===== src/rtl/uart_rx_port_pkg.sv =====
// Shared definitions for the memory-mapped UART receiver.
//   - register offsets (only addr[7:0] is decoded)
//   - receive FSM state encoding
//   - RX_STAT / RX_CTRL bit positions
//   - FRAME_BITS: 8 data bits, or 9 when UART_RX_PARITY_EN is defined
//     (the extra bit is the even-parity bit that follows bit 7)
package uart_rx_port_pkg;

    localparam logic [7:0] RX_DATA_OFS = 8'h18;
    localparam logic [7:0] RX_STAT_OFS = 8'h1C;
    localparam logic [7:0] RX_CTRL_OFS = 8'h20;

    typedef enum logic [1:0] {
        ST_IDLE  = 2'd0,
        ST_START = 2'd1,
        ST_DATA  = 2'd2,
        ST_STOP  = 2'd3
    } rx_state_e;

    localparam int STAT_NONEMPTY  = 0;
    localparam int STAT_FULL      = 1;
    localparam int STAT_OVERRUN   = 2;
    localparam int STAT_FRAME     = 3;
    localparam int STAT_COUNT_LSB = 4;
    localparam int STAT_PARITY    = 8;

    localparam int CTRL_EN     = 0;
    localparam int CTRL_IRQ_EN = 1;

`ifdef UART_RX_PARITY_EN
    localparam int FRAME_BITS = 9;
`else
    localparam int FRAME_BITS = 8;
`endif

endpackage


===== src/rtl/uart_rx_port_if.sv =====
// Peripheral bus bundle between the MIPS core (master) and the UART
// receiver (slave).
//   rd, wr   : access strobes, already qualified by addr[30]
//   addr     : byte address
//   wdata    : store data
//   rdata    : combinational load data
//   irq      : registered interrupt request from the peripheral
interface uart_rx_port_if;
    logic        rd;
    logic        wr;
    logic [31:0] addr;
    logic [31:0] wdata;
    logic [31:0] rdata;
    logic        irq;

    modport master (output rd, output wr, output addr, output wdata,
                    input rdata, input irq);
    modport slave  (input rd, input wr, input addr, input wdata,
                    output rdata, output irq);
endinterface


===== src/rtl/uart_rx_fifo.sv =====
// Small circular receive FIFO.
//   clk, rst_n : clock, asynchronous active-low reset
//   push_i     : write data_i (accepted when not full, or when popping)
//   pop_i      : drop the head (ignored when empty)
//   head_o     : current head, combinational
//   count_o    : number of entries held
//   full_o, empty_o
// A push and a pop in the same cycle both succeed, even when full: the
// head is consumed first so the slot being overwritten is the one leaving.
module uart_rx_fifo #(
    parameter int DEPTH = 4
) (
    input  logic                     clk,
    input  logic                     rst_n,
    input  logic                     push_i,
    input  logic [7:0]               data_i,
    input  logic                     pop_i,
    output logic [7:0]               head_o,
    output logic [$clog2(DEPTH):0]   count_o,
    output logic                     full_o,
    output logic                     empty_o
);
    localparam int AW = $clog2(DEPTH);
    localparam logic [AW:0]   CNT_ONE  = (AW+1)'(1);
    localparam logic [AW:0]   CNT_FULL = (AW+1)'(DEPTH);
    localparam logic [AW-1:0] PTR_ONE  = AW'(1);

    logic [7:0]    mem_q [DEPTH];
    logic [AW-1:0] wr_ptr_q;
    logic [AW-1:0] rd_ptr_q;
    logic [AW:0]   count_q;
    logic          do_push;
    logic          do_pop;

    assign empty_o = (count_q == '0);
    assign full_o  = (count_q == CNT_FULL);
    assign do_pop  = pop_i & ~empty_o;
    assign do_push = push_i & (~full_o | do_pop);
    assign head_o  = mem_q[rd_ptr_q];
    assign count_o = count_q;

    // Storage needs no reset; only the pointers and count define validity.
    always_ff @(posedge clk) begin
        if (do_push) begin
            mem_q[wr_ptr_q] <= data_i;
        end
    end

    always_ff @(posedge clk or negedge rst_n) begin
        if (!rst_n) begin
            wr_ptr_q <= '0;
            rd_ptr_q <= '0;
            count_q  <= '0;
        end else begin
            if (do_push) wr_ptr_q <= wr_ptr_q + PTR_ONE;
            if (do_pop)  rd_ptr_q <= rd_ptr_q + PTR_ONE;
            case ({do_push, do_pop})
                2'b10:   count_q <= count_q + CNT_ONE;
                2'b01:   count_q <= count_q - CNT_ONE;
                default: count_q <= count_q;
            endcase
        end
    end
endmodule


===== src/rtl/uart_rx_port.sv =====
// Memory-mapped UART receiver (8N1, 16x oversampling) for the MIPS
// peripheral bus.
//   clk   : system clock
//   reset : asynchronous active-low reset
//   rx    : asynchronous serial input, idle high
//   bus   : slave side of uart_rx_port_if (rd/wr/addr/wdata/rdata/irq)
// Registers: 0x18 RX_DATA (read pops), 0x1C RX_STAT (W1C flags),
// 0x20 RX_CTRL (enable, irq enable).
// Optional feature macro: UART_RX_PARITY_EN adds an even-parity bit after
// bit 7 and a sticky parity-error flag at RX_STAT[8].
module uart_rx_port
    import uart_rx_port_pkg::*;
#(
    parameter int CLK_FREQ = 100000000,
    parameter int BAUD     = 9600,
    parameter int DEPTH    = 4
) (
    input  logic           clk,
    input  logic           reset,
    input  logic           rx,
    uart_rx_port_if.slave  bus
);
    localparam int unsigned TDIV = CLK_FREQ / (BAUD * 16);
    localparam int          CW   = $clog2(DEPTH) + 1;

    // Synchroniser and edge detect; all idle-high after reset.
    logic [1:0] sync_q;
    logic       rx_prev_q;
    logic       rx_s;
    logic       rx_fall;

    always_ff @(posedge clk or negedge reset) begin
        if (!reset) begin
            sync_q    <= 2'b11;
            rx_prev_q <= 1'b1;
        end else begin
            sync_q    <= {sync_q[0], rx};
            rx_prev_q <= sync_q[1];
        end
    end
    assign rx_s    = sync_q[1];
    assign rx_fall = rx_prev_q & ~rx_s;

    // Register decode
    logic sel_data, sel_stat, sel_ctrl;
    logic wr_stat, wr_ctrl, pop;
    logic en_q, irq_en_q, ovr_q, ferr_q, irq_q;
    logic [7:0]    fifo_head;
    logic [CW-1:0] fifo_count;
    logic          fifo_full, fifo_empty;

    assign sel_data = (bus.addr[7:0] == RX_DATA_OFS);
    assign sel_stat = (bus.addr[7:0] == RX_STAT_OFS);
    assign sel_ctrl = (bus.addr[7:0] == RX_CTRL_OFS);
    assign wr_stat  = bus.wr & sel_stat;
    assign wr_ctrl  = bus.wr & sel_ctrl;
    assign pop      = bus.rd & sel_data & ~fifo_empty;

    // Receive FSM
    rx_state_e              state_q, state_d;
    logic [31:0]            div_q, div_d;
    logic [3:0]             tick_cnt_q, tick_cnt_d;
    logic [3:0]             bit_cnt_q, bit_cnt_d;
    logic [FRAME_BITS-1:0]  shift_q, shift_d;
    logic                   tick;
    logic                   push_req, frame_set, par_set;

    assign tick = (div_q == TDIV - 1);

    always_ff @(posedge clk or negedge reset) begin
        if (!reset) begin
            state_q    <= ST_IDLE;
            div_q      <= '0;
            tick_cnt_q <= '0;
            bit_cnt_q  <= '0;
            shift_q    <= '0;
        end else begin
            state_q    <= state_d;
            div_q      <= div_d;
            tick_cnt_q <= tick_cnt_d;
            bit_cnt_q  <= bit_cnt_d;
            shift_q    <= shift_d;
        end
    end

    always_comb begin
        state_d    = state_q;
        div_d      = tick ? '0 : div_q + 32'd1;
        tick_cnt_d = tick_cnt_q;
        bit_cnt_d  = bit_cnt_q;
        shift_d    = shift_q;
        push_req   = 1'b0;
        frame_set  = 1'b0;
        par_set    = 1'b0;
        if (!en_q) begin
            state_d = ST_IDLE;
        end else begin
            case (state_q)
                ST_IDLE: begin
                    if (rx_fall) begin
                        // Phase the divider to the start edge.
                        state_d    = ST_START;
                        div_d      = '0;
                        tick_cnt_d = '0;
                    end
                end
                ST_START: begin
                    if (tick) begin
                        tick_cnt_d = tick_cnt_q + 4'd1;
                        if (tick_cnt_q == 4'd7) begin
                            // Mid start bit: from here every 16 ticks lands mid-bit.
                            tick_cnt_d = '0;
                            bit_cnt_d  = '0;
                            state_d    = rx_s ? ST_IDLE : ST_DATA;
                        end
                    end
                end
                ST_DATA: begin
                    if (tick) begin
                        tick_cnt_d = tick_cnt_q + 4'd1;
                        if (tick_cnt_q == 4'd15) begin
                            shift_d   = {rx_s, shift_q[FRAME_BITS-1:1]};
                            bit_cnt_d = bit_cnt_q + 4'd1;
                            if (bit_cnt_q == 4'(FRAME_BITS - 1)) state_d = ST_STOP;
                        end
                    end
                end
                ST_STOP: begin
                    if (tick) begin
                        tick_cnt_d = tick_cnt_q + 4'd1;
                        if (tick_cnt_q == 4'd15) begin
                            state_d = ST_IDLE;
                            if (!rx_s) frame_set = 1'b1;
`ifdef UART_RX_PARITY_EN
                            // Data plus even-parity bit must hold an even number of ones.
                            else if (^shift_q) par_set = 1'b1;
`endif
                            else push_req = 1'b1;
                        end
                    end
                end
                default: state_d = ST_IDLE;
            endcase
        end
    end

    // FIFO
    uart_rx_fifo #(.DEPTH(DEPTH)) u_fifo (
        .clk     (clk),
        .rst_n   (reset),
        .push_i  (push_req),
        .data_i  (shift_q[7:0]),
        .pop_i   (pop),
        .head_o  (fifo_head),
        .count_o (fifo_count),
        .full_o  (fifo_full),
        .empty_o (fifo_empty)
    );

    // A full FIFO still takes the byte if the CPU pops on the same edge.
    logic ovr_set;
    assign ovr_set = push_req & fifo_full & ~pop;

    // Control, sticky flags (set beats W1C clear), interrupt
    logic perr_q;
    always_ff @(posedge clk or negedge reset) begin
        if (!reset) begin
            en_q     <= 1'b0;
            irq_en_q <= 1'b0;
            ovr_q    <= 1'b0;
            ferr_q   <= 1'b0;
            perr_q   <= 1'b0;
            irq_q    <= 1'b0;
        end else begin
            if (wr_ctrl) begin
                en_q     <= bus.wdata[CTRL_EN];
                irq_en_q <= bus.wdata[CTRL_IRQ_EN];
            end
            ovr_q  <= (ovr_q  & ~(wr_stat & bus.wdata[STAT_OVERRUN])) | ovr_set;
            ferr_q <= (ferr_q & ~(wr_stat & bus.wdata[STAT_FRAME]))   | frame_set;
`ifdef UART_RX_PARITY_EN
            perr_q <= (perr_q & ~(wr_stat & bus.wdata[STAT_PARITY]))  | par_set;
`else
            perr_q <= 1'b0;
`endif
            irq_q  <= irq_en_q & ~fifo_empty;
        end
    end

    // Read data. Count field is 4 bits wide; a DEPTH=16 FIFO that is full
    // shows count 0 there, with the full bit set.
    logic [8:0] stat_v;
    always_comb begin
        stat_v = '0;
        stat_v[STAT_NONEMPTY]          = ~fifo_empty;
        stat_v[STAT_FULL]              = fifo_full;
        stat_v[STAT_OVERRUN]           = ovr_q;
        stat_v[STAT_FRAME]             = ferr_q;
        stat_v[STAT_COUNT_LSB +: 4]    = 4'(fifo_count);
        stat_v[STAT_PARITY]            = perr_q;
    end

    always_comb begin
        bus.rdata = '0;
        if (bus.rd) begin
            case (bus.addr[7:0])
                RX_DATA_OFS: bus.rdata = {24'h0, fifo_empty ? 8'h00 : fifo_head};
                RX_STAT_OFS: bus.rdata = {23'h0, stat_v};
                RX_CTRL_OFS: bus.rdata = {30'h0, irq_en_q, en_q};
                default:     bus.rdata = '0;
            endcase
        end
    end

    assign bus.irq = irq_q;

    logic unused_bus_bits;
    assign unused_bus_bits = ^{bus.addr[31:8], bus.wdata[31:4], par_set};
endmodule


===== src/flat_wrapper.sv =====
// flat-port wrapper written by rule: the top's interface ports become plain ports
module uart_rx_port_flat import uart_rx_port_pkg::*;
#(
    parameter int CLK_FREQ = 100000000,
    parameter int BAUD     = 9600,
    parameter int DEPTH    = 4
)
  (clk, reset, rx, bus_rd, bus_wr, bus_addr, bus_wdata, bus_rdata, bus_irq);
  uart_rx_port_if bus_i ();
  input  logic clk;
  input  logic reset;
  input  logic rx;
  input wire logic [$bits(bus_i.rd)-1:0] bus_rd;
  input wire logic [$bits(bus_i.wr)-1:0] bus_wr;
  input wire logic [$bits(bus_i.addr)-1:0] bus_addr;
  input wire logic [$bits(bus_i.wdata)-1:0] bus_wdata;
  output wire logic [$bits(bus_i.rdata)-1:0] bus_rdata;
  output wire logic [$bits(bus_i.irq)-1:0] bus_irq;
  assign bus_i.rd = bus_rd;
  assign bus_i.wr = bus_wr;
  assign bus_i.addr = bus_addr;
  assign bus_i.wdata = bus_wdata;
  assign bus_rdata = bus_i.rdata;
  assign bus_irq = bus_i.irq;
  uart_rx_port #(.CLK_FREQ(CLK_FREQ), .BAUD(BAUD), .DEPTH(DEPTH)) u_core (.clk(clk), .reset(reset), .rx(rx), .bus(bus_i));
endmodule

===== config.mk =====
export PLATFORM = sky130hd
export DESIGN_NAME = uart_rx_port_flat
export DESIGN_NICKNAME = d
export VERILOG_FILES = /design/src/rtl/uart_rx_port_pkg.sv /design/src/rtl/uart_rx_port_if.sv /design/src/rtl/uart_rx_fifo.sv /design/src/rtl/uart_rx_port.sv /design/src/flat_wrapper.sv
export SDC_FILE = /design/constraint.sdc
export NUM_CORES = 1
export LEC_CHECK = 0
export ABC_AREA = 1
export CAP_MARGIN = 25
export CORE_MARGIN = 10
export CORE_UTILIZATION = 30
export CTS_BUF_LIST = sky130_fd_sc_hd__clkbuf_8
export CTS_CLUSTER_DIAMETER = 100
export DETAILED_ROUTE_END_ITERATION = 10
export PLACE_DENSITY = 0.59
export SYNTH_ARGS = -nofsm -noshare
export SYNTH_HDL_FRONTEND = slang
export SYNTH_SLANG_ARGS = --single-unit

===== constraint.sdc =====
create_clock -name clk -period 2.6 [get_ports clk]
set_clock_uncertainty 0.1 [all_clocks]
set_input_delay 0.26 -clock clk [delete_from_list [all_inputs] [get_ports clk]]
set_output_delay 0.26 -clock clk [all_outputs]
set_load 0.02 [all_outputs]

# Yosys cells after proc, flatten, opt, wreduce, memory -nomap -nowiden
# Memory sizes are Yosys's and may differ from the RTL's.
# Cells that the tools add are included.
# classes
n_addsub,7
multipliers,0
n_div,0
order_cmp,0
n_eq_ne,27
n_shift,0
n_mux,41
bitwise,23
n_reduce_logical,9
# op_table
cell,count
two-way mux 32 bit,4
"adder 32 x 1 -> 32 bit, second input constant",1
"equality test 32 x 10 -> 1 bit, second input constant",1
two-way mux 4 bit,8
case mux 8 bit (3 select lines),1
"!= test 3 bit, second input constant",7
two-way mux 2 bit,10
"equality test 8 x 5 -> 1 bit, second input constant",2
two-way mux 8 bit,2
bitwise AND 1 bit,14
two-way mux 1 bit,12
"!= test 2 x 1 -> 1 bit, second input constant",6
case mux 4 bit (3 select lines),1
"adder 4 x 1 -> 4 bit, second input constant",2
"equality test 4 x 3 -> 1 bit, second input constant",2
"equality test 8 x 6 -> 1 bit, second input constant",1
case mux 2 bit (4 select lines),1
case mux 4 bit (2 select lines),1
AND reduction 4 bit,2
AND reduction 8 bit,1
"equality test 2 bit, second input constant",3
NOT 1 bit,6
case mux 3 bit (2 select lines),1
AND reduction 6 bit,1
12 further kinds,17
# word_totals
reg_bits,65
latch_bits,0
ramBits,32
mem_bits_ro,0
inputBits,69
output_inout_bits,33
wordCells,123
mem_count,1
# mem_list
memory,depth,word_bits,read_ports,rd_clocked_by_memory_dff,write_ports,line_no,rtl
u_core.u_fifo.mem_q,4,8,1,0,1,uart_rx_fifo.sv:28,logic [7:0] mem_q [DEPTH];

# Depth between registers and ports, before layout
# depth
ltp_word,8
ltp_mapped,16
mapped_depth_nobuf,16

# Modules after synthesis
# Synthesis repeated with hierarchy kept, for this count alone.
# hier_totals
hier_cells,666
area_unflattened_um2,5402.7
# by_module_without_submodules
module,n_inst,cells_per_inst,area_each_um2,seq_area_each_um2
uart_rx_port,1,518,3699.8,1455.1
uart_rx_fifo,1,148,1702.9,1136.1

# Least setup slack after synthesis
# No wires, ideal clock.
# synth_timing
path_kind,register -> register
start,register u_core.div_q[0]
end,register u_core.u_fifo.count_q[2] (netlist: u_core.u_fifo.count_o[2])
setup_ps,113
arrival_ps,1868
required_ps,2387
path_slack_ps,519
stages_incl_launch_ff,16
path_buffers,0
synth_period_minus_slack_ps,2081
path_cell_list,dfrtp_1 -> inv_1 -> ha_1 -> nand4_1 -> nor2_1 -> nand2_1 -> nor2_1 -> nand3_1 -> nand2_1 -> inv_1 -> fa_1 -> inv_1 -> o21bai_1 -> nand3_1 -> nand2_1 -> inv_1
# synth_via
elab_chain_cells,7
elab_cells_between_ends,9
cone_classes,3 x eq/ne; 4 x mux; 1 x bitwise; 1 x reduce/logical
# synth_rtl
element,line_no,rtl
from (decl),uart_rx_port.sv:61,"logic [31:0] div_q, div_d;"
from (signal assigned),uart_rx_port.sv:79,div_q <= div_d;
equality test 32 x 10 -> 1 bit (*),uart_rx_port.sv:68,assign tick = (div_q == TDIV - 1);
two-way mux 1 bit (*),uart_rx_port.sv:129,if (tick) begin
two-way mux 1 bit (*),uart_rx_port.sv:98,case (state_q)
two-way mux 1 bit (*),uart_rx_port.sv:95,if (!en_q) begin
bitwise AND 1 bit (*),uart_rx_fifo.sv:38,assign do_push = push_i & (~full_o | do_pop);
equality test 2 x 1 -> 1 bit / equality test 2 bit (equally long branches),uart_rx_fifo.sv:57,"case ({do_push, do_pop})"
case mux 3 bit (2 select lines) / nonzero test 2 bit (equally long branches),--,
to (signal assigned),uart_rx_fifo.sv:58,2'b10: count_q <= count_q + CNT_ONE;
to (signal assigned),uart_rx_fifo.sv:59,2'b01: count_q <= count_q - CNT_ONE;
to (signal assigned),uart_rx_fifo.sv:60,default: count_q <= count_q;
to (decl),uart_rx_fifo.sv:31,logic [AW:0] count_q;
# Mark *: on every way between the ends. The rest lies on a longest branch, timed or not.
# A chain may end at the register's enable or synchronous reset.

# Final worst setup path
# layout_timing
start,input bus_addr[7]
end,output bus_rdata[0]
# layout_via
elab_chain_cells,3
elab_cells_between_ends,5
cone_classes,3 x eq/ne; 2 x mux
# layout_rtl
element,line_no,rtl
from (decl),flat_wrapper.sv:15,input wire logic [$bits(bus_i.addr)-1:0] bus_addr;
equality test 8 x 6 -> 1 bit / equality test 8 x 5 -> 1 bit (equally long branches),uart_rx_port.sv:206,case (bus.addr[7:0])
case mux 8 bit (3 select lines) (*),uart_rx_port.sv:206,
two-way mux 8 bit (*),uart_rx_port.sv:205,if (bus.rd) begin
to (decl),flat_wrapper.sv:17,output wire logic [$bits(bus_i.rdata)-1:0] bus_rdata;
# Marks and branches as above.

==> metrics <==
Initial Util 30.8%; maximum vdd drop 0.329 mV; global-route wire length before repair 20600 um; RSZ-0062 raised after global routing no; DIE WIDTH 154 um; sw frac 33.9%; DPL Wire Length 9190 um; crit path capture type primary output; H-Tree Depth 3; Synth Instances 651; Worst Path Max Fanout 3; multi-input logic area 0.00234 sq mm; Die Y 154 um; M1 WL 6090 um; worst slack, placed -0.276 ns; metal3 WL 655 um; Synthesis Warnings 0; nets 783; Comb pwr share 19.2%; Antenna Violating Nets Remaining 0; startpoint types input pin; Seq. cell area 0.00259 sq mm; Fmax 413 MHz; post-synthesis cell type count 44; vias per cell 4.53; DR WL met2 5450 um; fin area 0.00622 sq mm; Max Slew Vio Count 0; Least-Margin Pin Slew 0.714 ns; Placer Congestion 0.852; min Tclk post-route 2.42 ns; Filler cells 1772; setup TNS 0 ns; clock share of power 28.9%; Final Hold Vio Count 0; Tot GR Track Use 10.4%; initial antenna violation count 0; row count 48; final WL 12300 um; register area share after synthesis 48.1%; Layout area overhead 15.4%; DRC 0; Reg clk slew, reported paths 0.11 ns; PwrDens 560 mW/mm^2; wire per inst 13.2 um; worst r2r path cells 15; post-synthesis cell area 0.00539 sq mm; CTS root buf clkbuf_8; ant diodes 0; clock sink total 97; CTS Buf Count 9; max-cap violations 0; Worst Slack Setup Final 0.179 ns; vias in the first global route 4108; Max transition margin 52.4%; dpl cell area 0.00598 sq mm; 1st-iter DRT viols 221; worst hold margin 0.193 ns; Core ar. 0.0175 sq mm; Design Power 3.48 mW; Worst Hold Depth 1; share of layout cells above drive strength 1 12.5%; Reg power frac 52.0%; Max clock buf depth 2; routed vias 4232; largest net degree at the start of global routing 37; CTS tree done; Worst EP required 2.24 ns; I/O pins 102; worst skew pair latency 0.38 ns; status complete, no violations; sw power 1.18 mW; Worst EP arrival 2.06 ns; Mean Syn Cell Area 8.28 sq um; Die ar. 0.0237 sq mm; flops & latches, synth 97; Final setup viols 0; Min-Delay Path Class in -> reg; IO buf count 25; DR top layer met4; internal power 2.30 mW; DRT Pass-1 Iters 4; leakage dissipation 2.87 nW; Final period util 93.1%; critical path class in -> out; GR Overflow Total 0
metrics by stage:
stage / cells / utilization [%]
after floorplan: 674 / -
after global placement: 915 / 34.2
after detailed placement: 915 / 34.2
after CTS: 935 / 35.5
after global routing: 935 / 35.6
final: 935 / 35.6
routing by layer:
layer | up-vias | track usage (%)
met4 | 0 | 3.10
met5 | - | 0
met1 | 1925 | 14.1
met3 | 8 | 2.40
met2 | 102 | 16.0
li1 | 2197 | -
worst paths after layout:
kind                                       startpoint                                    to  slack [ns]
max                                       bus_addr[7]                          bus_rdata[0]        0.18
min                                                rx            u_core.sync_q[0]$_DFF_PN1_        0.19
max reg2reg                 u_core.div_q[0]$_DFF_PN0_  u_core.u_fifo.count_o[2]$_DFFE_PN0P_        0.25
min reg2reg                u_core.sync_q[0]$_DFF_PN1_            u_core.sync_q[1]$_DFF_PN1_        0.26
max in group asynchronous                       reset            u_core.rx_prev_q$_DFF_PN1_        1.34
min in group asynchronous                       reset            u_core.div_q[14]$_DFF_PN0_        0.35
synth_stat cells:
cell,number,area share (%)
nor2_1,110,7.7
nand2_1,100,7.0
inv_1,88,6.1
dfrtp_1,62,29
nand3_1,35,3.2
o21ai_0,35,3.2
edfxtp_1,32,18
buf_4,24,3.3
a21oi_1,23,2.1
nor3_1,23,2.1
nand4_1,19,2.2
xor2_1,13,2.1
ha_1,8,1.9
mux2_2,7,1.5
nor2_2,7,0.81
o22ai_1,7,0.81
a31oi_1,5,0.58
clkbuf_1,5,0.35
nand2_2,5,0.58
buf_2,4,0.37
nor2_4,4,0.84
nor3_2,4,0.74
a22oi_1,3,0.42
dfstp_2,3,1.5
a211oi_1,2,0.28
clkinv_1,2,0.14
nand3_2,2,0.37
nand4_2,2,0.46
o21a_1,2,0.28
a221oi_1,1,0.16
a311oi_1,1,0.16
a32o_1,1,0.19
and2_1,1,0.12
conb_1,1,0.070
fa_1,1,0.37
inv_2,1,0.070
nor3_4,1,0.30
nor4_1,1,0.12
o2111ai_1,1,0.16
o21ai_1,1,0.093
o21ai_2,1,0.16
o21bai_1,1,0.14
o31ai_1,1,0.14
xnor2_1,1,0.16
timing repair:
| item | 4_1_cts | 5_1_grt |
|---|---|---|
| buffers inserted | 3 | 0 |
| gates cloned | 0 | 0 |
| hold buffers | 1 | 0 |
| hold endpoints to repair | 29 | 0 |
| setup endpoints to repair | 8 | 3 |
| resized for setup | 13 | 4 |
| pin swaps | 0 | 1 |
placed cells by master (no fill, tap or decap), drive strengths merged, types with 2 or more instances in the layout:
cell	Yosys	final
a31oi	5	5
o22ai	7	7
o21ai	37	37
clkdlybuf4s50	0	16
nand3	37	37
clkinv	2	3
conb	1	24
dfstp	3	3
o21a	2	2
ha	8	8
dfrtp	62	62
nor2	121	121
dlygate4sd2	0	7
a211oi	2	2
mux2	7	7
clkbuf	5	9
a22oi	3	3
buf	28	28
nand2	105	105
inv	89	94
xor2	13	13
a21oi	23	23
nand4	21	21
nor3	28	28
edfxtp	32	32
power by group through the flow:
| stage | combinational, mW | sequential [mW] | clock [mW] |
|---|---|---|---|
| after floorplan | 0.527 | 1.81 | 0 |
| after global placement | 0.655 | 1.84 | 0 |
| after detailed placement | 0.661 | 1.84 | 0 |
| after CTS | 0.672 | 1.81 | 1.04 |
| after global routing | 0.775 | 1.83 | 1.10 |
| final | 0.668 | 1.81 | 1.01 |
logic make-up after synthesis:
group | Yosys count | synth area share, %
AND/OR/NAND/NOR | 314 | 26.5
buffers and inverters | 124 | 10.4
flip-flops | 97 | 48.1
AO/OA/AOI/OAI | 85 | 8.96
XOR/XNOR | 14 | 2.27
adder cells (fa/ha/maj) | 9 | 2.23
multiplexers | 7 | 1.46
other | 1 | 0.0696
critical path, stage by stage:
cell,delay [ns]
clkdlybuf4s50_1,0.39
nor2_1,0.15
inv_1,0.08
nor3_2,0.22
nand2_1,0.13
o22ai_2,0.18
buf_4,0.14
a31oi_1,0.03
nor2_1,0.18
clkdlybuf4s15_2,0.30
area by class of cell:
class,instances,area share [%]
Tap cell,225,4.53
Multi-Input combinational cell,453,37.6
Clock buffer,9,1.99
Sequential cell,97,41.7
Clock inverter,7,1.19
Timing Repair Buffer,53,7.44
Inverter,91,5.55
sequential cells by signal, indices dropped and copies added (netlist names), 2 cells and up:
register,cells
u_core.tick_cnt_q,4
u_core.u_fifo.count_o,3
u_core.bit_cnt_q,4
u_core.state_q,2
u_core.sync_q,2
u_core.u_fifo.mem_q,32
u_core.u_fifo.wr_ptr_q,2
u_core.shift_q,8
u_core.div_q,32
u_core.u_fifo.rd_ptr_q,2
Power figures use the tool's default switching activity.
==> patch (config.mk and constraints unchanged) <==
Add a define of `UART_RX_PARITY_EN`.
--- a/src/rtl/uart_rx_port_pkg.sv
+++ b/src/rtl/uart_rx_port_pkg.sv
@@ -5,4 +5,6 @@
 //   - FRAME_BITS: 8 data bits, or 9 when UART_RX_PARITY_EN is defined
 //     (the extra bit is the even-parity bit that follows bit 7)
+`define UART_RX_PARITY_EN
+
 package uart_rx_port_pkg;
 
Check against the original RTL: no difference found for any inputs over 10 cycles, from zero or initial values and one cycle with reset low; that may be too few to reach the edited logic, so the function may still have changed.
==> patch against the original RTL <==
Count of clock-buffer cells in the layout is the same. Largest cell class unchanged. Synthesized area grew 5.5%. Sequential cell count grew 2. Fmax shrank 1.9%. Final area grew 4.9%. Power grew 2.1%. Die area grew 4.8%. Utilization shrank 0.71 points. Setup slack lost 46 ps. Wire length grew 2.1%.
==> patch: results (changes against the original RTL) <==
Parameter                              Value

Drt
  Vias per Instance    4.54 (+0.23%)
  Number of DRC markers after the initial detailed-route iteration    248 (+12%)
  Sum of met3 wire segment lengths after detailed routing    671 um (+2.4%)
  Average wire length per cell after detail routing    13.0 um (-1.5%)
  Metal2 WL    5780 um (+6.0%)

Global routing
  Pin count of the biggest net entering global routing    68 (+84%)
  Total routing resource utilization after global routing    0.103 (-0.000892)
  Fraction of met1 tracks used by global routing    0.132 (-0.00815)
  Met2 track utilization from global routing    0.170 (+0.00954)
  Routing usage on met3    0.0187 (-0.00526)

Power
  Maximum ir drop on the vdd rail    0.000248 V (-25%)
  Power spent charging and discharging nets    1220 uW (+3.2%)
  Power share of the clock group    0.280 (-0.009)
  Logic pwr share    0.216 (+0.024)
  Leakage power total    0.00286 uW (-0.49%)

Logic synthesis
  Share of the yosys chip area belonging to registers    0.464 (-0.0164)
  Dominant cells by area after synthesis    sky130_fd_sc_hd__dfrtp_1 28%, sky130_fd_sc_hd__edfxtp_1 17%, sky130_fd_sc_hd__nand2_1 8.2%
  Most frequent cells after synthesis    124 x sky130_fd_sc_hd__nand2_1, 101 x sky130_fd_sc_hd__nor2_1, 82 x sky130_fd_sc_hd__inv_1
  Count of distinct cell types in the synthesized netlist    52 (+18%)
  Async SR Flop Fraction    0.677 (+0.00666)

Final layout
  Proportion of layout cells with a drive suffix above 1    0.140 (+0.0148)
  Count of filler cells inserted in the layout    1,925 (+8.6%)
  Nets    814 (+4.0%)
  Biggest registers after layout    u_core.div_q (32), u_core.u_fifo.mem_q (32), u_core.shift_q (9)

Placement
  RePlAce Congestion    0.813 (-4.6%)
  Count of buffers inserted at the top-level ports    27 (+8.0%)

Critical path
  FF-to-FF Start    u_core.state_q[0]
  Crit Path Max Fanout    6 (+3)
  First element of the critical path    u_core.u_fifo.count_o[0]
  Standard cell with the maximum stage delay on the critical path    sky130_fd_sc_hd__dfrtp_1
  Worst stage delay on the critical path    500 ps (+110 ps)
  Cell count of the worst reg-to-reg path    7 (-8)

Worst hold path
  Hold WC Path Type    input port to flop

Status
  Status    completed

Clock tree
  Clock transition at the registers of the reported paths    110 ps (about the same)

STA
  Worst Max-Slew Pin Slew    863 ps (+149 ps)
[patch: changes by cell type after synthesis, moves of 8 or more]
cell	unedited run	this run
sky130_fd_sc_hd__nor2_1	110	101
sky130_fd_sc_hd__inv_2	1	10
sky130_fd_sc_hd__nor3_1	23	15
sky130_fd_sc_hd__nand2_1	100	124
[patch: layout make-up]
cell class	instances	share of cell area
Clock buffer	9	0.0190
Clock inverter	7	0.0119
Inverter	94	0.0545
Multi-Input combinational cell	471	0.393
Sequential cell	99	0.405
Tap cell	234	0.0449
Timing Repair Buffer	55	0.0723
[patch: cells by family after synthesis]
family                     after synthesis  synth area share
buffers and inverters                  126             0.101
DFF                                     99             0.464
and+or+nand+nor                        327             0.276
xor gates and xnor gates                13            0.0200
other                                    1          0.000659
adders and majority gates               15            0.0343
AOI/OAI and AO/OA                       90            0.0963
muxes                                    3           0.00792
[patch: worst paths after layout]
| path | to | slack (ps) |
|---|---|---|
| worst max-delay path | bus_rdata[4] | 130 |
| worst min-delay path | u_core.sync_q[0] | 200 |
| worst max register to register | u_core.div_q[15] | 180 |
| worst min register to register | u_core.sync_q[1] | 260 |
| max in group asynchronous | u_core.shift_q[0] | 1400 |
| min in group asynchronous | u_core.div_q[9] | 450 |
[patch: what timing repair did]
item / 4_1_cts / 5_1_grt
endpoints found under the hold margin: 64 / 0
hold buffers: 1 / 0
resized for setup: 10 / 6
cloned: 0 / 0
endpoints found under the setup margin: 8 / 5
buffers inserted: 0 / 1
[patch: through the flow]
step	area [sq um]	cells	setup WS [ps]	power [uW]
floorplan	5770	696	318	2410
global placement	6310	951	-152	2560
detailed placement	6310	951	-185	2580
CTS	6510	968	70.3	3580
global route	6530	969	2.93	3770
finish	6530	969	133	3560
